==> src/rtl/tmul_acc_drain.sv <==
// Per-lane unsigned K-loop accumulator behind the 8-lane tile multiplier, draining lanes serially to writeback.
// Build option: define TMUL_ACC_SAT_EN to saturate lane accumulators on carry-out instead of wrapping.
module tmul_acc_drain #(
    parameter int LANES = 8,
    parameter int IN_W  = 64,
    parameter int ACC_W = 80,
    parameter int CNT_W = 16
) (
    input  logic                     clk,
    input  logic                     rst,
    input  logic                     in_valid,
    output logic                     in_ready,
    input  logic [LANES*IN_W-1:0]    in_c,
    input  logic                     in_last,
    output logic                     out_valid,
    input  logic                     out_ready,
    output logic [ACC_W-1:0]         out_data,
    output logic [$clog2(LANES)-1:0] out_lane,
    output logic                     out_last,
    output logic [CNT_W-1:0]         out_count,
    output logic                     out_ovf
);
    localparam int LANE_W = $clog2(LANES);

    typedef enum logic {ACCUM, DRAIN} state_t;

    state_t              state_reg, state_next;
    logic [LANE_W-1:0]   lane_reg, lane_next;
    logic [CNT_W-1:0]    cnt_reg, cnt_next;
    logic                accept;
    logic                clear_acc;
    logic                lane_is_last;

    logic [ACC_W-1:0]    acc_view [LANES];
    logic [LANES-1:0]    ovf_view;

    assign lane_is_last = (lane_reg == LANE_W'(LANES - 1));

    always_ff @(posedge clk) begin
        if (rst) begin
            state_reg <= ACCUM;
            lane_reg  <= '0;
            cnt_reg   <= '0;
        end else begin
            state_reg <= state_next;
            lane_reg  <= lane_next;
            cnt_reg   <= cnt_next;
        end
    end

    always_comb begin
        state_next = state_reg;
        lane_next  = lane_reg;
        cnt_next   = cnt_reg;
        in_ready   = 1'b0;
        out_valid  = 1'b0;
        accept     = 1'b0;
        clear_acc  = 1'b0;
        case (state_reg)
            ACCUM: begin
                in_ready = 1'b1;
                if (in_valid) begin
                    accept = 1'b1;
                    // Beat counter sticks at all-ones rather than wrapping.
                    if (cnt_reg != {CNT_W{1'b1}})
                        cnt_next = cnt_reg + CNT_W'(1);
                    if (in_last) begin
                        state_next = DRAIN;
                        lane_next  = '0;
                    end
                end
            end
            DRAIN: begin
                out_valid = 1'b1;
                if (out_ready) begin
                    if (lane_is_last) begin
                        state_next = ACCUM;
                        lane_next  = '0;
                        cnt_next   = '0;
                        clear_acc  = 1'b1;
                    end else begin
                        lane_next = lane_reg + LANE_W'(1);
                    end
                end
            end
            default: begin
                state_next = ACCUM;
                lane_next  = '0;
                cnt_next   = '0;
            end
        endcase
    end

    generate
        for (genvar gi = 0; gi < LANES; gi++) begin : g_lane
            logic [ACC_W-1:0] acc_reg;
            logic             ovf_reg;
            logic [ACC_W:0]   sum;
            logic             carry;

            // One extra bit on the adder exposes the carry-out for the overflow flag.
            assign sum   = {1'b0, acc_reg} + {{(ACC_W + 1 - IN_W){1'b0}}, in_c[gi*IN_W +: IN_W]};
            assign carry = sum[ACC_W];

            always_ff @(posedge clk) begin
                if (rst || clear_acc) begin
                    acc_reg <= '0;
                    ovf_reg <= 1'b0;
                end else if (accept) begin
`ifdef TMUL_ACC_SAT_EN
                    acc_reg <= carry ? {ACC_W{1'b1}} : sum[ACC_W-1:0];
`else
                    acc_reg <= sum[ACC_W-1:0];
`endif
                    ovf_reg <= ovf_reg | carry;
                end
            end

            assign acc_view[gi] = acc_reg;
            assign ovf_view[gi] = ovf_reg;
        end
    endgenerate

    // Drain outputs come straight from registers; they read as zero outside a drain.
    assign out_lane  = lane_reg;
    assign out_data  = (state_reg == DRAIN) ? acc_view[lane_reg] : '0;
    assign out_ovf   = (state_reg == DRAIN) && ovf_view[lane_reg];
    assign out_last  = (state_reg == DRAIN) && lane_is_last;
    assign out_count = (state_reg == DRAIN) ? cnt_reg : '0;

endmodule

==> config.mk <==
export PLATFORM = sky130hd
export DESIGN_NAME = tmul_acc_drain
export DESIGN_NICKNAME = d
export VERILOG_FILES = /design/src/rtl/tmul_acc_drain.sv
export SDC_FILE = /design/constraint.sdc
export NUM_CORES = 2
export LEC_CHECK = 0
export CAP_MARGIN = 20
export CORE_MARGIN = 3
export CORE_UTILIZATION = 45
export CTS_CLUSTER_SIZE = 12
export DETAILED_ROUTE_END_ITERATION = 8
export GPL_TIMING_DRIVEN = 1
export HOLD_SLACK_MARGIN = 0.1
export MAX_ROUTING_LAYER = met4
export PLACE_DENSITY = 0.68
export SYNTH_ARGS = -nofsm -noshare
export SYNTH_HDL_FRONTEND = slang
export SYNTH_SLANG_ARGS = --single-unit
export TNS_END_PERCENT = 20
==> constraint.sdc <==
create_clock -name clk -period 6 [get_ports clk]
set_input_delay 1.2 -clock clk [delete_from_list [all_inputs] [get_ports clk]]
set_output_delay 1.2 -clock clk [all_outputs]
set_load 0.01 [all_outputs]
* Yosys cells after proc, flatten, opt, wreduce, memory -nomap -nowiden
Cells that the tools add are included.
Widths: inputs -> output; s select.
** Word-level totals
- Flip-flop bits (word level) :: 668
- Bits of input ports :: 517
- Output and inout bits :: 103
- Logic and storage cells :: 82
** Cells by class
- $add $sub $neg :: 10
- $lt $le $gt $ge :: 2
- Equality and inequality tests :: 7
- Multiplexer cells :: 29
- Bitwise operators :: 10
- Reductions and logical operators :: 5
** Operator list (count)
- $add 80x64->81 :: 8
- $bmux 80 s3 :: 1
- $mux 80 :: 3
- $mux 16 :: 5
- $pmux 16 s2 :: 1
- $add 16x1->16 const B :: 1
- $ne 16x16->1 const B :: 1
- $mux 1 :: 12
- $mux 3 :: 4
- $ne 2x2->1 const B :: 4
- $or 1x1->1 :: 8
- $pmux 3 s2 :: 1
- $ge 4x4->1 const B :: 1
- $lt 3x4->1 const B :: 1
- $not 3->4 :: 1
- $reduce_and 4->1 :: 1
- $add 3x1->3 const B :: 1
- $bmux 1 s3 :: 1
- $eq 3x3->1 const B :: 1
- $reduce_and 3->1 :: 1
- $logic_and 1x1->1 :: 2
- $ne 2x1->1 const B :: 1
- $pmux 1 s2 :: 1
- $logic_or 1x1->1 :: 1
- $not 1->1 :: 1

* Longest topological paths before layout
- Depth in word-level cells :: 5
- Depth in mapped cells :: 13
- Mapped depth without buffers :: 12

* Worst setup path after synthesis
No wires, ideal clock.
- Path kind :: input-to-reg
- Start :: input port in_c[128]
- End :: register g_lane[2].acc_reg[56]
- Library setup time :: 0.117 ns
- Arrival :: 4.217 ns
- Data required time :: 5.883 ns
- Setup slack :: 1.665 ns
- Cell stages on the path :: 12
- Path buffers :: 0
- Cell sequence :: ha_1 > fa_1 > a21o_1 > a2111oi_1 > o31ai_1 > a221oi_1 > o311ai_1 > a31oi_1 > o41ai_1 > a31oi_1 > mux2i_1 > nand2_1
** On the way
- Cells in the longest elaborated chain, start to end :: 1
** RTL lines
- start, declared :: RTL line 13 : input logic [LANES*IN_W-1:0] in_c,
- $add 80x64->81 :: RTL line 102 : assign sum = {1'b0, acc_reg} + {{(ACC_W + 1 - IN_W){1'b0}}, in_c[gi*IN_W +: IN_W]};
- end signal, assigned :: RTL line 113 : acc_reg <= sum[ACC_W-1:0];
- end, declared :: RTL line 96 : logic [ACC_W-1:0] acc_reg;
Every way passes these cells.
A chain may end at the register's enable or synchronous reset.

* Final worst setup path
Ends and elaborated chain as after synthesis.

==> flow_metrics.py <==
metrics = {
    "routing": {
        "wl_per_cell_um": 25.2,
        "drc": 0,
        "dr.pass1.iters": 6,
        "ant_nets": 0,
        "vias": 62332,
        "drt-total-wl_um": 251000,
        "drt_iter0_drc": 5930,
        "viasPerCell": 6.24,
    },
    "setup_path": {
        "cp-start-kind": "input port",
        "regToRegSetupSlack_ns": 1.66,
        "crit_chain": "clkdlybuf4s50_1 -> ha_1 -> fa_1 -> a21o_1 -> a2111oi_1 -> o31ai_1 -> a221oi_1 -> o311ai_1 -> a31oi_1 -> o41ai_1 -> a31oi_1 -> mux2i_1 -> nand2_1",
        "worstReg2RegEnd": "g_lane[2].acc_reg[56]",
        "crit_start": "in_c[128]",
        "slowest_delay_ns": 0.75,
        "path_buf_inv": 1,
        "rr_startpoint": "g_lane[2].acc_reg[0]",
        "cpMostUsedCell": "a31oi_1",
        "end_kind": "register",
        "crit_type": "input port to register",
        "slowest_stage": "a2111oi_1",
        "worstPathArrival_ns": 5.55,
        "cp_max_fo": 3,
        "crit_family": "compound AO/OA/AOI/OAI gates",
        "reg2regPathDepth": 12,
        "required_ns": 6.61,
    },
    "cts": {
        "clock_path_buffers": 3,
        "postCtsSetupBuffers": 0,
        "cts_made_buffers": 86,
        "cts_tree": "done",
        "path_clk_slew_ns": 0.06,
        "cts_sinks": 668,
        "clkLatencyLatePin_ns": 0.74,
        "cts_resized": 0,
        "cts_hold_buf": 0,
        "root_buffer": "clkbuf_16",
        "htree_levels": 3,
    },
    "place": {
        "gp_congestion": 1.03,
        "dpl.hpwl_um": 201000,
        "port_buffers": 619,
    },
    "finish": {
        "fillers": 12516,
        "mostFrequentLayoutCell": "nand2_1",
        "largest_register_ffs": 640,
        "layout.nets": 9181,
        "drive_above_1_share": 0.0582,
        "area_growth_syn_to_layout_pct": 18.2,
        "mostFrequentLayoutCells": "nand2_1 (1,284), a21oi_1 (974), dfxtp_1 (665), clkdlybuf4s50_1 (619), o21ai_0 (552)",
    },
    "die": {
        "coreArea_um2": 130000,
        "num_rows": 132,
        "die_w_um": 368,
        "dieHeight_um": 368,
        "initial_utilization": 0.455,
        "dieArea_um2": 136000,
        "num_io_pins": 620,
    },
    "sta": {
        "period_minus_slack_ns": 4.93,
        "setup-tns-final_ns": 0,
        "clock_skew_ns": 0.0499,
        "fin_crit_sh": 0.822,
        "finalSetupViolCount": 0,
        "max-slew-margin-rel": 0.254,
        "hold_viol": 0,
        "worstMarginPinSlew_ns": 1.12,
        "hold_slack_ns": 0.461,
        "rsz0062_at_grt": "no",
        "slew_violations": 0,
        "fmax_mhz": 203,
    },
    "global_route": {
        "grt_usage": 0.365,
        "grt_pass1_vias": 58977,
        "grt_first_pass_wirelength_um": 369000,
        "grt_antenna_before_repair": 36,
        "grt_max_degree": 169,
        "grt_overflow_total": 0,
    },
    "pwr": {
        "internal_power_w": 0.0113,
        "seq_power_share": 0.296,
        "p_sw_frac": 0.397,
        "p_sw_w": 0.00746,
        "pwr-share-comb": 0.398,
        "powerDensity_nw_per_um2": 269,
        "clkPwrFrac": 0.306,
        "leakagePower_nw": 27.7,
        "vdd_drop_max_mv": 0.233,
    },
    "synth": {
        "syn_area_um2": 59100,
        "synth-edff-count": 0,
        "ys_seq_elements": 668,
        "synth.area.top_cells": "dfxtp_1 (23%), ha_1 (11%), a21oi_1 (8.3%), nand2_1 (8.2%), mux4_2 (6.2%)",
        "synth_nets": 8836,
        "synthFlopType": "dfxtp_1",
        "ys_types": 96,
        "postSynth.asyncResetShare": 0,
        "synthCells": 7796,
        "seq_area_frac_synth": 0.226,
        "yosysWarnings": 0,
        "syn_avg_cell_area_um2": 7.58,
        "netlist.area_leader.share": 0.226,
        "yosysTopAreaCell": "dfxtp_1",
    },
    "hold_path": {
        "hold_start": "g_lane[3].ovf_reg",
        "hp-class": "register to register",
        "worstHoldEndpoint": "g_lane[3].ovf_reg",
        "holdPathStages": 1,
    },
    "job": {
        "maxCapViolCount": 0,
    },
    "status": {
        "status": "complete, no violations",
    },
}
worst max path at each step:
| stage | to | cells after the start |
|---|---|---|
| final | g_lane[2].acc_reg[56] | 13 |
| after global routing | g_lane[2].acc_reg[56] | 13 |
| after CTS | g_lane[0].acc_reg[78] | 11 |
| after detailed placement | g_lane[0].acc_reg[78] | 11 |
| after global placement | g_lane[0].acc_reg[78] | 11 |
| after floorplan | g_lane[2].acc_reg[56] | 12 |
per-layer routing:
layer | routed length (µm) | global-route usage | up-vias | part of all wire
met4 | 10300 | 0.141 | 0 | 0.041
met3 | 20500 | 0.0438 | 395 | 0.082
met5 | 0 | - | - | 0
met1 | 110000 | 0.494 | 29926 | 0.44
met2 | 111000 | 0.557 | 2766 | 0.44
li1 | - | - | 29245 | -
synthesized netlist by cell type, types with 12 or more instances:
cell type,n
nand2_1,1286
a21oi_1,975
dfxtp_1,668
o21ai_0,552
nor2_1,535
ha_1,515
clkbuf_1,406
xnor2_1,313
a21o_1,241
xor2_1,199
nand4_1,193
mux4_2,162
inv_1,151
nand3_1,150
mux2i_1,113
a211oi_1,111
o21bai_1,106
nor3_1,95
o21a_1,76
and3_1,71
or3_1,68
o31ai_1,67
a31oi_1,65
o211ai_1,63
nand2b_1,57
and2_1,51
nor2b_1,42
buf_1,36
nor4_1,34
a21boi_0,32
or4_1,25
a221oi_1,23
a211o_1,20
or2_2,20
a31o_2,18
and4_1,14
nand3b_1,14
o21ai_1,12
cells by family after synthesis:
logic type,after synthesis,synth area share
AOI/OAI and AO/OA,2524,0.261
muxes,276,0.0811
xor gates and xnor gates,512,0.0759
and+or+nand+nor,2687,0.205
adders and majority gates,523,0.112
buffers and inverters,606,0.0390
DFF,668,0.226
worst register-to-register path, cell delays in order (launching register included):
cell       delay (ns)
dfxtp_1          0.33
ha_1             0.24
fa_1             0.42
a21o_1           0.19
a2111oi_1        0.75
o31ai_1          0.26
a221oi_1         0.45
o311ai_1         0.27
a31oi_1          0.42
o41ai_1          0.22
a31oi_1          0.44
mux2i_1          0.23
nand2_1          0.06
final cells by class:
cell class,count,area [µm²],area share
Timing Repair Buffer,712,7020,0.101
Clock inverter,44,693,0.00993
Tap cell,1742,2180,0.0312
Inverter,151,568,0.00814
Antenna cell,30,75.1,0.00108
Clock buffer,117,2440,0.0349
Multi-Input combinational cell,6522,43500,0.622
Sequential cell,668,13400,0.192
stage by stage:
step	setup slack [ns]	utilization	power (W)	cells	area (µm²)
after global placement	0.376	0.512	0.0129	9794	66600
final	1.07	0.537	0.0188	9986	69800
after detailed placement	0.342	0.512	0.0129	9794	66600
after global routing	0.908	0.537	0.0198	9985	69800
after CTS	1.11	0.537	0.0187	9955	69700
after floorplan	1.67	-	0.0105	7796	59100
power groups by stage:
stage / clock network, W / logic [W] / registers [W]
4_1_cts: 0.00584 / 0.00733 / 0.00554
3_3_place_gp: 0 / 0.00727 / 0.00562
6_report: 0.00575 / 0.00748 / 0.00558
2_1_floorplan: 0 / 0.00522 / 0.00527
5_1_grt: 0.00601 / 0.00817 / 0.00561
3_5_place_dp: 0 / 0.00728 / 0.00564
(Power assumes the default switching activity.)
